$ cat config.mk
export PLATFORM = sky130hd
export DESIGN_NAME = paddle_ai_driver
export DESIGN_NICKNAME = d
export VERILOG_FILES = /design/src/rtl/paddle_ai_driver.sv
export SDC_FILE = /design/constraint.sdc
export NUM_CORES = 1
export LEC_CHECK = 0
export CORE_ASPECT_RATIO = 0.8
export CORE_MARGIN = 8
export CORE_UTILIZATION = 30
export DETAILED_ROUTE_END_ITERATION = 8
export GPL_ROUTABILITY_DRIVEN = 1
export GPL_TIMING_DRIVEN = 0
export PLACE_DENSITY = 0.64
export SLEW_MARGIN = 20
export SYNTH_ARGS = -nofsm -noshare
export SYNTH_HDL_FRONTEND = slang
export SYNTH_SLANG_ARGS = --single-unit
$ cat constraint.sdc
create_clock -name sixtyhz_clk -period 9.8 [get_ports sixtyhz_clk]
set_input_delay 1.96 -clock sixtyhz_clk [delete_from_list [all_inputs] [get_ports sixtyhz_clk]]
set_output_delay 1.96 -clock sixtyhz_clk [all_outputs]
set_load 0.02 [all_outputs]
$ cat src/rtl/paddle_ai_driver.sv
// CPU opponent paddle driver: reacts to an approaching ball after a delay, tracks it
// with a dead zone and rate limit, and parks at a home row while the ball moves away.
module paddle_ai_driver #(
  parameter int unsigned REACT_FRAMES = 6,
  parameter int unsigned MOVE_DIV     = 0,
  parameter int unsigned DEAD_ZONE    = 2,
  parameter int unsigned HOME_Y       = 75,
  parameter int unsigned PADDLE_HALF  = 10,
  parameter int unsigned TOP_LIMIT    = 31,
  parameter int unsigned BOTTOM_LIMIT = 99
) (
  input  logic       sixtyhz_clk,
  input  logic       resetn,
  input  logic       enable,
  input  logic [7:0] ball_x,
  input  logic [6:0] ball_y,
  input  logic       ball_dx_pos,
  input  logic [7:0] paddle_x,
  input  logic [6:0] paddle_y,
  output logic       inc_y,
  output logic       dec_y,
  output logic [1:0] ai_state
);

  localparam int unsigned RW = (REACT_FRAMES > 2) ? $clog2(REACT_FRAMES) : 1;
  localparam int unsigned MW = (MOVE_DIV > 0) ? $clog2(MOVE_DIV + 1) : 1;
  localparam logic [RW-1:0] REACT_LAST =
    RW'((REACT_FRAMES == 0) ? 32'd0 : REACT_FRAMES - 32'd1);
  localparam logic [MW-1:0] MOVE_LAST = MW'(MOVE_DIV);
  localparam logic [8:0] HOME_Y9   = 9'(HOME_Y);
  localparam logic [8:0] HALF9     = 9'(PADDLE_HALF);
  localparam logic [8:0] DZ9       = 9'(DEAD_ZONE);
  localparam logic [6:0] TOP_Y     = 7'(TOP_LIMIT);
  localparam logic [6:0] BOTTOM_Y  = 7'(BOTTOM_LIMIT);

  typedef enum logic [1:0] {
    IDLE  = 2'd0,
    HOME  = 2'd1,
    REACT = 2'd2,
    TRACK = 2'd3
  } state_t;

  // With no reaction delay the approach goes straight to tracking.
  localparam state_t APPROACH = (REACT_FRAMES == 0) ? TRACK : REACT;

  state_t          state;
  state_t          next_state_c;
  logic [RW-1:0]   react_cnt;
  logic [MW-1:0]   move_cnt;
  logic signed [8:0] err_home_c;
  logic signed [8:0] err_track_c;
  logic signed [8:0] err_c;
  logic signed [8:0] dz_c;
  logic            steering_c;
  logic            want_inc_c;
  logic            want_dec_c;

  // Zero-extended 9-bit differences so no operand can wrap.
  assign err_home_c  = $signed(HOME_Y9 - {2'b00, paddle_y});
  assign err_track_c = $signed({2'b00, ball_y} - ({2'b00, paddle_y} + HALF9));

  always_comb begin
    next_state_c = state;
    if (!enable) begin
      next_state_c = IDLE;
    end else begin
      case (state)
        IDLE, HOME: next_state_c = ball_dx_pos ? APPROACH : HOME;
        REACT: begin
          if (!ball_dx_pos)                next_state_c = HOME;
          else if (react_cnt == REACT_LAST) next_state_c = TRACK;
        end
        TRACK: begin
          if (!ball_dx_pos || (ball_x > paddle_x)) next_state_c = HOME;
        end
        default: next_state_c = IDLE;
      endcase
    end
  end

  // Steering follows the state being entered so outputs match ai_state.
  always_comb begin
    err_c      = err_home_c;
    dz_c       = 9'sd0;
    steering_c = 1'b0;
    if (next_state_c == TRACK) begin
      err_c = err_track_c;
      dz_c  = $signed(DZ9);
    end
    if ((next_state_c == HOME) || (next_state_c == TRACK)) begin
      steering_c = (move_cnt == '0);
    end
    want_inc_c = steering_c && (err_c > dz_c)  && (paddle_y < BOTTOM_Y);
    want_dec_c = steering_c && (err_c < -dz_c) && (paddle_y > TOP_Y);
  end

  always_ff @(posedge sixtyhz_clk) begin
    if (!resetn) begin
      state     <= IDLE;
      inc_y     <= 1'b0;
      dec_y     <= 1'b0;
      react_cnt <= '0;
      move_cnt  <= '0;
    end else begin
      state <= next_state_c;
      inc_y <= want_inc_c;
      dec_y <= want_dec_c;

      if (next_state_c == REACT) begin
        react_cnt <= (state == REACT) ? react_cnt + 1'b1 : '0;
      end else begin
        react_cnt <= '0;
      end

      case (next_state_c)
        IDLE:        move_cnt <= '0;
        HOME, TRACK: move_cnt <= (move_cnt == MOVE_LAST) ? '0 : move_cnt + 1'b1;
        default:     move_cnt <= move_cnt;
      endcase
    end
  end

  assign ai_state = state;

endmodule

* Yosys cells after proc, flatten, opt, wreduce, memory -nomap -nowiden *
Cells that the tools add are included.

operators by class
  bitwise gates (word level) = 1
  mux-type cells = 11
  $add $sub $neg = 6
  multiply operators = 0
  divide/modulo/power cells = 0
  eq/ne operators = 7
  reductions and logical operators = 13
  order comparisons = 5
  shifts and indexed selects = 0

operator list
  kind                                                           count
  2-to-1 mux 2 bit                                               6
  greater-than comparator 9 bit                                  1
  < comparator 9 bit                                             1
  2-to-1 mux 9 bit                                               1
  negation 9 bit                                                 1
  subtractor 7 x 8 -> 9 bit                                      1
  adder 7 x 4 -> 8 bit, second input constant                    1
  equality test 2 bit, second input constant                     4
  greater-than comparator 8 bit                                  1
  subtractor 7 x 7 -> 8 bit, first input constant                1
  greater-than comparator 7 x 5 -> 1 bit, second input constant  1
  < comparator 7 bit, second input constant                      1
  one-hot mux 2 bit (3 select lines)                             1
  equality test 2 x 1 -> 1 bit, second input constant            2
  logical AND 1 bit                                              4
  logical NOT 2 bit                                              2
  OR reduction 2 bit                                             2
  adder 3 x 1 -> 3 bit, second input constant                    1
  equality test 3 bit, second input constant                     1
  AND reduction 3 bit                                            1
  logical OR 1 bit                                               2
  2-to-1 mux 1 bit                                               2
  one-hot mux 1 bit (2 select lines)                             1
  nonzero test 2 bit                                             1
  3 further kinds                                                3

word-level totals
  bits in read-only memories = 0
  output and inout port bits = 4
  latch bits = 0
  bits in registers = 8
  memories = 0
  memory bits (writable) = 0
  word-level logic and storage cells = 48

* Longest topological paths before layout *
  word-level depth = 11
  gate-level depth with buffers = 15
  mapped depth without buffers = 15

* Worst setup path before layout *
No wires, ideal clock.

  path type = input port to flip-flop
  from = input paddle_y[3]
  to = register dec_y
  stages = 14
  path slack = 5.338 ns
  required time = 9.730 ns
  arrival time = 4.393 ns
  cells stage by stage = inv_1 > ha_1 > ha_1 > and3_1 > o21ai_1 > nor3b_1 > o21ai_0 > mux2_4 > inv_1 > ha_1 > a211o_1 > a41oi_1 > o31ai_1 > a21oi_1

on the way
  longest elaborated chain between the ends = 6
  elaborated cells on any way between the ends = 8

ends and longest elaborated chain
  item                       line  text
  start: declaration         19    input logic [6:0] paddle_y,
  adder 7 x 4 -> 8 bit       60    assign err_track_c = $signed({2'b00, ball_y} - ({2'b00, paddle_y} + HALF9));
  subtractor 7 x 8 -> 9 bit  60
  2-to-1 mux 9 bit           86    if (next_state_c == TRACK) begin
  < comparator 9 bit         94    want_dec_c = steering_c && (err_c < -dz_c) && (paddle_y > TOP_Y);
  logical AND 1 bit          94
  logical AND 1 bit *        94
  end signal: assignment     107   dec_y <= want_dec_c;
  end: declaration           21    output logic dec_y,

Every way passes the cells marked *; elsewhere a longest branch is shown, timed or not.
A chain may end at the register's enable or synchronous reset.

* Worst setup path after layout *
Same ends and word-level chain as after synthesis.

==> flow_summary.yaml <==
critical_path:
  arrival_ps: 5320
  timing.rr.start: "react_cnt[1]"
  r2r-end: "dec_y"
  cp-end-kind: "register"
  crit_path_start_kind: "input port"
  r2r_cells: 13
  path_buf_inv: 3
  crit_chain: "clkdlybuf4s50_1 > inv_1 > ha_1 > ha_1 > and3_1 > o21ai_1 > nor3b_1 > o21ai_0 > mux2_4 > inv_1 > ha_1 > a211o_1 > a41oi_1 > o31ai_1 > a21oi_1"
  path_max_fanout: 5
  max_stage_delay_ps: 550
  cpMostUsedCell: "ha_1"
  rrSetupSlack_ps: 7110
  cp_top_family: "compound AO/OA/AOI/OAI gates"
  path_class: "input port to register"
  startpoint: "paddle_y[3]"
  crit_path_top_delay_cell: "clkdlybuf4s50_1"
  cp_data_required_time_ps: 9950
floorplan:
  rows: 20
  ios: 38
  die_x_um: 86.5
  die_h_um: 72.4
  core_area_sq_um: 3800
  start_util_pct: 31.3
  dieArea_sq_um: 6260
pwr:
  p_per_area_nw_per_um2: 83.1
  p_switching_w: 0.0000457
  ir_worst_vdd_mv: 0.0369
  sw_frac_of_total_pct: 32.8
  p_comb_share_pct: 50.2
  p_leak_nw: 0.770
  clkPwrFrac_pct: 28.4
  seq_power_share_pct: 21.4
  p_int_w: 0.0000936
flow_run:
  drv_cap: 0
grt:
  grt_start_max_net_pins: 11
  grt.total_usage_pct: 8.92
  grt-busiest-layer: "met2"
  antenna_found_initial: 0
  grt_overflow: 0
  grt_pass1_vias: 982
  met1_usage_pct: 12.4
  met3_usage_pct: 1.58
  met2_usage_pct: 12.4
  grt_pass1_wl_um: 4500
clock_tree:
  hold_buffers: 0
  cts_buffers: 3
  root_buffer: "clkbuf_8"
  numClockSinks: 7
  post-cts-setup-buffers: 0
  cts_tree: "done"
  cts-htree-levels: 1
  clk-insertion-delay-late_ps: 220
  postCtsResizedCells: 0
  clk_pin_slew_worst_paths_ps: 40
  clk_path_buf_depth: 2
timing:
  slew_headroom_pct: 59.2
  postLayoutSetupSlackWorst_ps: 4620
  worst_pin_slew_ps: 596
  clock.fmax_mhz: 193
  hold_violations: 0
  fin_skew_ps: 1.39
  finalSetupViolCount: 0
  slew_viol_final: 0
  setup_tns_ps: 0
  period_needed_ps: 5180
  rsz0062_at_grt: "no"
  min_period_over_period_pct: 52.8
detailed_routing:
  drtIter0Drc: 60
  wl_per_cell_um: 11.0
  vias_per_cell: 4.55
  drc: 0
  ant_nets: 0
  finalWirelength_um: 2710
  drt_first_pass_iters: 4
  vias: 1123
synthesis:
  synth_fp_nets: 213
  yosysTopAreaCellShare_pct: 28.3
  synth_flop_cell: "dfxtp_1"
  syn_area_sq_um: 1190
  yosys_warnings: 0
  ys_top_cells_by_area: "ha_1 28%, dfxtp_1 12%, inv_1 9.4%, a21oi_1 4.6%, xnor2_1 4.4%"
  ys_ff_latch: 7
  ys_seq_area_share_pct: 11.8
  postSynthCellCount: 151
  syn_area_per_cell_sq_um: 7.90
  synth_top_cell_by_area: "ha_1"
  yosysMostFrequentCell: "inv_1"
  async_reset_ff_share_pct: 0
  synth_edf_count: 0
  synth_cell_types: 42
  synth_common_cells: "30 x inv_1, 27 x ha_1, 11 x a21oi_1"
placed_design:
  place_ws_ps: 4430
  port_buffers: 37
  hpwl_um: 2410
  gp_congestion: 0.822
min_path:
  worst_hold_path.endpoint: "react_cnt[0]"
  worstHoldPathType: "register to register"
  hp-start: "react_cnt[0]"
  whs_path_depth: 1
run_status:
  run_status: "complete, no violations"
layout:
  diodes: 0
  area_growth_pct: 40.6
  drive_gt1_share_pct: 4.69
  final_nets: 255
==> cells by family (layout without fill, tap and decap cells) <==
kind of cell | after synthesis | in the layout | share of synthesized area, %
multiplexers | 2 | 2 | 2.10
buffers and inverters | 31 | 72 | 10.4
AND/OR/NAND/NOR | 38 | 38 | 17.7
adder cells (fa/ha/maj) | 28 | 28 | 30.0
flip-flops | 7 | 7 | 11.8
AO/OA/AOI/OAI | 37 | 37 | 22.1
XOR/XNOR | 8 | 8 | 5.88
==> power by group through the flow <==
stage	combinational [W]	clock [W]	sequential, W
2_1_floorplan	0.0000435	0	0.0000309
5_1_grt	0.0000790	0.0000433	0.0000298
6_report	0.0000699	0.0000395	0.0000298
3_5_place_dp	0.0000696	0	0.0000302
3_3_place_gp	0.0000692	0	0.0000302
4_1_cts	0.0000702	0.0000405	0.0000298
==> state kept, by name, summed over array words and instances (netlist names) <==
register	cells
react_cnt	3
dec_y	1
inc_y	1
ai_state	2
==> routing by layer <==
metal  part of all wire [%]  vias to the layer above  wire (um)
met4                    2.5                        0         67
met2                     41                       15       1110
li1                       -                      613          -
met1                     54                      489       1470
met5                      0                        -          0
met3                    2.3                        6         63
==> layout by cell type, fill, tap and decap left out, drive strengths merged, types with 2 or more instances in the layout <==
cell type | Yosys | routed
o21ai | 9 | 9
nand2b | 2 | 2
clkbuf | 0 | 4
o311ai | 2 | 2
a21boi | 2 | 2
inv | 30 | 30
nor3 | 4 | 4
nor3b | 3 | 3
a21o | 2 | 2
nand2 | 5 | 5
a21oi | 11 | 11
nor2b | 4 | 4
clkdlybuf4s50 | 0 | 37
o211ai | 2 | 2
xor2 | 2 | 2
xnor2 | 6 | 6
nor2 | 9 | 9
dfxtp | 7 | 7
and2 | 2 | 2
nand4 | 2 | 2
ha | 27 | 27
==> per-stage QoR <==
stage	power (W)	hold WS, ps	utilization [%]	area (sq um)	cells
6_report	0.000139	453	44.1	1680	247
5_1_grt	0.000152	482	44.1	1680	247
4_1_cts	0.000140	454	44.1	1680	247
3_5_place_dp	0.0000998	445	42.9	1630	243
3_3_place_gp	0.0000994	434	42.9	1630	243
2_1_floorplan	0.0000744	421	-	1190	151
==> worst max path at each step <==
stage	end	depth (start not counted)
2_1_floorplan	dec_y	14
3_3_place_gp	dec_y	15
3_5_place_dp	dec_y	15
4_1_cts	dec_y	15
5_1_grt	dec_y	15
6_report	dec_y	15
==> final cells by class <==
cell class / count / area, sq um
Sequential cell: 7 / 140
Inverter: 30 / 113
Fill cell: 395 / 2130
Buffer: 1 / 11.3
Tap cell: 55 / 68.8
Timing Repair Buffer: 37 / 370
Clock buffer: 4 / 45.0
Multi-Input combinational cell: 113 / 928
==> worst reg2reg max path: cells and delay by family (launching register included) <==
kind,cells,cell delay [ps]
fa+ha+maj,2,410
buf+inv,3,250
flops,1,330
mux,1,310
simple gates,2,370
compound gates,5,970
Power figures use the tool's default switching activity.
